### config.mk
export PLATFORM = sky130hd
export DESIGN_NAME = vga_timing_gen
export DESIGN_NICKNAME = d
export VERILOG_FILES = /design/src/rtl/vga_timing_gen.sv
export SDC_FILE = /design/constraint.sdc
export NUM_CORES = 1
export LEC_CHECK = 0
export ABC_AREA = 0
export CAP_MARGIN = 20
export CORE_UTILIZATION = 49
export DETAILED_ROUTE_END_ITERATION = 16
export PLACE_DENSITY = 0.87
export SYNTH_ARGS = -nofsm -noshare
export SYNTH_HDL_FRONTEND = slang
export SYNTH_SLANG_ARGS = --single-unit
### constraint.sdc
create_clock -name Clk -period 3.6 [get_ports Clk]
set_input_delay 0.36 -clock Clk [delete_from_list [all_inputs] [get_ports Clk]]
set_output_delay 0.36 -clock Clk [all_outputs]
set_load 0.01 [all_outputs]
### src/rtl/vga_timing_gen.sv
// 640x480@60 VGA raster timing generator: pixel enable, DrawX/DrawY, syncs, blank and DAC gating.
// Optional macro VGA_RGB_REG_EN registers the colour path and delays hs/vs/blank_n by one pixel.
module vga_timing_gen #(
    parameter int CLK_DIV   = 2,
    parameter int H_VISIBLE = 640,
    parameter int H_FRONT   = 16,
    parameter int H_SYNC    = 96,
    parameter int H_BACK    = 48,
    parameter int V_VISIBLE = 480,
    parameter int V_FRONT   = 10,
    parameter int V_SYNC    = 2,
    parameter int V_BACK    = 33
) (
    input  logic       Clk,
    input  logic       Reset_n,
    output logic       pixel_clk_en,
    output logic [9:0] DrawX,
    output logic [9:0] DrawY,
    output logic       hs,
    output logic       vs,
    output logic       blank_n,
    output logic       frame_start,
    output logic       vblank_start,
    input  logic [7:0] Red_in,
    input  logic [7:0] Green_in,
    input  logic [7:0] Blue_in,
    output logic [7:0] VGA_R,
    output logic [7:0] VGA_G,
    output logic [7:0] VGA_B
);

    localparam int H_TOTAL = H_VISIBLE + H_FRONT + H_SYNC + H_BACK;
    localparam int V_TOTAL = V_VISIBLE + V_FRONT + V_SYNC + V_BACK;
    localparam int DIV_W   = (CLK_DIV > 1) ? $clog2(CLK_DIV) : 1;

    localparam logic [DIV_W-1:0] DIV_LAST = DIV_W'(CLK_DIV - 1);
    localparam logic [9:0] H_LAST   = 10'(H_TOTAL - 1);
    localparam logic [9:0] V_LAST   = 10'(V_TOTAL - 1);
    localparam logic [9:0] H_VIS    = 10'(H_VISIBLE);
    localparam logic [9:0] V_VIS    = 10'(V_VISIBLE);
    localparam logic [9:0] HS_START = 10'(H_VISIBLE + H_FRONT);
    localparam logic [9:0] HS_END   = 10'(H_VISIBLE + H_FRONT + H_SYNC);
    localparam logic [9:0] VS_START = 10'(V_VISIBLE + V_FRONT);
    localparam logic [9:0] VS_END   = 10'(V_VISIBLE + V_FRONT + V_SYNC);

    logic [DIV_W-1:0] r_div;
    logic [9:0]       r_x, r_y;
    logic             r_pix_en, r_hs, r_vs, r_blank, r_frame, r_vblank;

    logic       w_tick;
    logic [9:0] w_x_next, w_y_next;
    logic       w_hs_next, w_vs_next, w_blank_next;

    assign w_tick = (r_div == DIV_LAST);

    // NOTE: every signal assigned here gets a value on all paths, so no latch is inferred.
    always_comb begin
        w_x_next = (r_x == H_LAST) ? 10'd0 : r_x + 10'd1;
        w_y_next = r_y;
        if (r_x == H_LAST) begin
            w_y_next = (r_y == V_LAST) ? 10'd0 : r_y + 10'd1;
        end
        w_hs_next    = ~((w_x_next >= HS_START) && (w_x_next < HS_END));
        w_vs_next    = ~((w_y_next >= VS_START) && (w_y_next < VS_END));
        w_blank_next = (w_x_next < H_VIS) && (w_y_next < V_VIS);
    end

    // Syncs and blank are computed from the next counter values so they change
    // on the same edge as DrawX/DrawY.
    // NOTE: non-blocking assignments so every register samples pre-edge values.
    always_ff @(posedge Clk or negedge Reset_n) begin
        if (!Reset_n) begin
            r_div    <= '0;
            r_x      <= '0;
            r_y      <= '0;
            r_pix_en <= 1'b0;
            r_hs     <= 1'b1;
            r_vs     <= 1'b1;
            r_blank  <= 1'b0;
            r_frame  <= 1'b0;
            r_vblank <= 1'b0;
        end else begin
            r_div    <= w_tick ? '0 : r_div + 1'b1;
            r_pix_en <= w_tick;
            r_frame  <= w_tick && (w_x_next == 10'd0) && (w_y_next == 10'd0);
            r_vblank <= w_tick && (w_x_next == 10'd0) && (w_y_next == V_VIS);
            if (w_tick) begin
                r_x     <= w_x_next;
                r_y     <= w_y_next;
                r_hs    <= w_hs_next;
                r_vs    <= w_vs_next;
                r_blank <= w_blank_next;
            end
        end
    end

    assign pixel_clk_en = r_pix_en;
    assign DrawX        = r_x;
    assign DrawY        = r_y;
    assign frame_start  = r_frame;
    assign vblank_start = r_vblank;

`ifdef VGA_RGB_REG_EN
    logic       r_hs_d, r_vs_d, r_blank_d;
    logic [7:0] r_red, r_green, r_blue;

    always_ff @(posedge Clk or negedge Reset_n) begin
        if (!Reset_n) begin
            r_hs_d    <= 1'b1;
            r_vs_d    <= 1'b1;
            r_blank_d <= 1'b0;
            r_red     <= '0;
            r_green   <= '0;
            r_blue    <= '0;
        end else if (w_tick) begin
            r_hs_d    <= r_hs;
            r_vs_d    <= r_vs;
            r_blank_d <= r_blank;
            r_red     <= r_blank ? Red_in   : 8'h00;
            r_green   <= r_blank ? Green_in : 8'h00;
            r_blue    <= r_blank ? Blue_in  : 8'h00;
        end
    end

    assign hs      = r_hs_d;
    assign vs      = r_vs_d;
    assign blank_n = r_blank_d;
    assign VGA_R   = r_red;
    assign VGA_G   = r_green;
    assign VGA_B   = r_blue;
`else
    assign hs      = r_hs;
    assign vs      = r_vs;
    assign blank_n = r_blank;
    assign VGA_R   = r_blank ? Red_in   : 8'h00;
    assign VGA_G   = r_blank ? Green_in : 8'h00;
    assign VGA_B   = r_blank ? Blue_in  : 8'h00;
`endif

endmodule

==> results_dict.tcl <==
set metrics [dict create \
    syn-cell-area_um2 2090 \
    crit_chain "ha_1 > and4_1 > nand3_4 > or3_4 > a2111oi_4 > nor4b_2" \
    vias_per_cell 5.95 \
    cts-root-buf "clkbuf_8" \
    synthCells 236 \
    slew_headroom 0.480 \
    clockBufferDepth 2 \
    worst_skew_pair.late_latency_ps 270 \
    fin_worst_skew_ps 2.73 \
    worst_slew_pin_slew_ps 760 \
    cts_hold_buf 0 \
    period_needed_ps 2780 \
    fin_cells 346 \
    nets 327 \
    drt_iter0_markers 92 \
    h-tree-depth 1 \
    grt_remaining_overflow 0 \
    startpoint_type "flop" \
    final_util 0.702 \
    fillCellCount 336 \
    finalWorstSetupSlack_ps 817 \
    grtUsageTotal 0.258 \
    post_cts_buffers 0 \
    die_h_um 67.2 \
    outcome "finished clean" \
    grt_pass1_wl_mm 8.92 \
    finalCritPeriodShare 0.773 \
    leakage_nw 1.07 \
    hp-class "in -> async" \
    total_power_uw 556 \
    yosys_warnings 0 \
    multi_input_area_um2 1280 \
    grt_max_degree 28 \
    area_delta_synth_final_pct 36.6 \
    critPathSlowestCell "and4_1" \
    wire_per_inst_um 15.8 \
    required_ps 3790 \
    dr_total_vias 2060 \
    end_kind "flop" \
    rsz0062_at_grt "false" \
    hold_ws_ps 451 \
    clkTransAtPathRegs_ps 90 \
    place_hpwl_mm 4.05 \
    portBuffers 75 \
    fmax_mhz 359 \
    layout-drive-gt1-share 0.0642 \
    hold_viol_final 0 \
    ios 76 \
    cts_sinks 27 \
    cts.repair.resized 0 \
    route.detailed.drc 0 \
    first_pass_iters 4 \
    worstPathMaxFanout 10 \
    maxSlewViolCount 0 \
    core_area_um2 4060 \
    tns_ps 0 \
    dp.cells 342 \
    globalRouteMet2Util 0.439 \
    cp.arrival_ps 2970 \
    cap_viol_max_count 0 \
    postLayoutCellArea_um2 2850 \
    rows 23 \
    synth.net_count 266 \
    antenna_found_initial 0 \
    synth-edff-count 0 \
    routabilityCongestion 0.866 \
    avgSynthCellArea_um2 8.84 \
    cts_made_buffers 3 \
    met3_usage 0.0321 \
    die_w_um 67.2 \
    drt_wl_total_mm 5.48 \
    ant_nets 0 \
    grt_pass1_vias 1886 \
    placed_cell_area_um2 2800 \
    synthArstFlopShare 1.00 \
    cts_tree "yes" \
    power_density_nw_per_um2 195 \
    die_area_um2 4520 \
    seqCellArea_um2 678 \
    setup_violations 0 \
    initial_core_util 0.514 \
    ys.flop_type "dfrtp_1" \
    setup.worst_path.class "reg -> reg" \
    grt_util_met1 0.339 \
    crit_path_max_incr_delay_ps 510 \
    place_ws_ps 873 \
    top_usage_layer "met2" \
    synth_cell_types 65 \
    ir_worst_vdd_mv 0.189 \
    diodes 0 \
    yosysSeqAreaShare 0.325 \
    synth-seq-cells 27 \
    reg2reg_depth 6 \
]
[path summary, 6_finish.rpt]
check / start / slack, ps / end
max: DrawX[0]$_DFFE_PN0P_ / 820 / vblank_start$_DFF_PN0_
min: Reset_n / 450 / DrawX[2]$_DFFE_PN0P_
max reg2reg: DrawX[0]$_DFFE_PN0P_ / 820 / vblank_start$_DFF_PN0_
min reg2reg: vs$_DFFE_PN1P_ / 510 / vs$_DFFE_PN1P_
max in group asynchronous: Reset_n / 2850 / vs$_DFFE_PN1P_
min in group Clk: vs$_DFFE_PN1P_ / 510 / vs$_DFFE_PN1P_
[final cells by class]
type,instances,area share
multi-input combinational,183,0.449
sequential,27,0.238
timing repair buffer,77,0.269
tap,50,0.0220
inverter,5,0.00659
clock buffer,4,0.0158
[synthesized netlist by cell type, types with 2 or more instances]
cell type / instances / area [um^2]
a21boi_0: 2 / 15.0
inv_1: 5 / 18.8
and3_1: 3 / 18.8
a31oi_1: 7 / 43.8
dfstp_2: 2 / 52.6
nor3_1: 7 / 35.0
o21ai_0: 7 / 35.0
nand3_1: 13 / 65.1
buf_2: 7 / 35.0
a211oi_1: 3 / 22.5
nand4_1: 7 / 43.8
xor2_1: 4 / 35.0
nand2b_1: 2 / 12.5
nor4_1: 2 / 12.5
and4_1: 2 / 17.5
a21oi_1: 10 / 50.1
o31ai_1: 4 / 30.0
o2bb2ai_1: 2 / 17.5
ha_1: 4 / 50.1
nand2_1: 14 / 52.6
and2_1: 25 / 156
dfrtp_1: 25 / 626
o21a_1: 3 / 22.5
buf_4: 6 / 45.0
clkbuf_1: 8 / 30.0
nor2_1: 11 / 41.3
a21o_1: 2 / 15.0
xnor2_1: 11 / 96.3
or2_1: 2 / 12.5
[placed cells by master (no fill, tap or decap), types with 5 or more instances in the layout]
cell type,n
nor2_1,11
o21ai_0,7
nand2_1,14
and2_1,25
nand3_1,13
a31oi_1,7
nor3_1,7
clkdlybuf4s50_1,75
xnor2_1,11
inv_1,5
dfrtp_1,25
a21oi_1,10
nand4_1,7
[cells by family (layout without fill, tap and decap cells)]
family / Yosys count / after routing / synth area share
compound gates: 56 / 56 / 0.196
xor+xnor: 15 / 15 / 0.0630
fa+ha+maj: 4 / 4 / 0.0240
buf+inv: 26 / 86 / 0.0618
flops: 27 / 27 / 0.325
mux: 2 / 2 / 0.0102
simple gates: 106 / 106 / 0.320
[per-layer routing]
metal  part of all wire  wire length (um)  vias up
li1                   -                 -      984
met1               0.41              2250      965
met2               0.48              2660      104
met3              0.095               520        7
met4              0.011                59        0
met5                  0                 0        -
[report_power, final]
group | leakage, nW | internal [mW] | switching [mW]
Sequential | 0.351 | 0.303 | 0
Clock | 0.0228 | 0.0794 | 0.0960
Combinational | 0.696 | 0.0536 | 0.0242
[worst max-delay path: cells and delay by family, from the launching register on]
kind | cells | cell delay (ps)
compound gates | 1 | 400
fa+ha+maj | 1 | 410
simple gates | 4 | 1390
flops | 1 | 500
[state kept, by name, indices dropped and copies added (netlist names)]
| register | count |
|---|---|
| DrawY | 10 |
| DrawX | 10 |
| hs | 1 |
| blank_n | 1 |
| frame_start | 1 |
| pixel_clk_en | 1 |
| vblank_start | 1 |
| vs | 1 |
| r_div | 1 |
No activity file was read; power rests on OpenSTA's default activity.
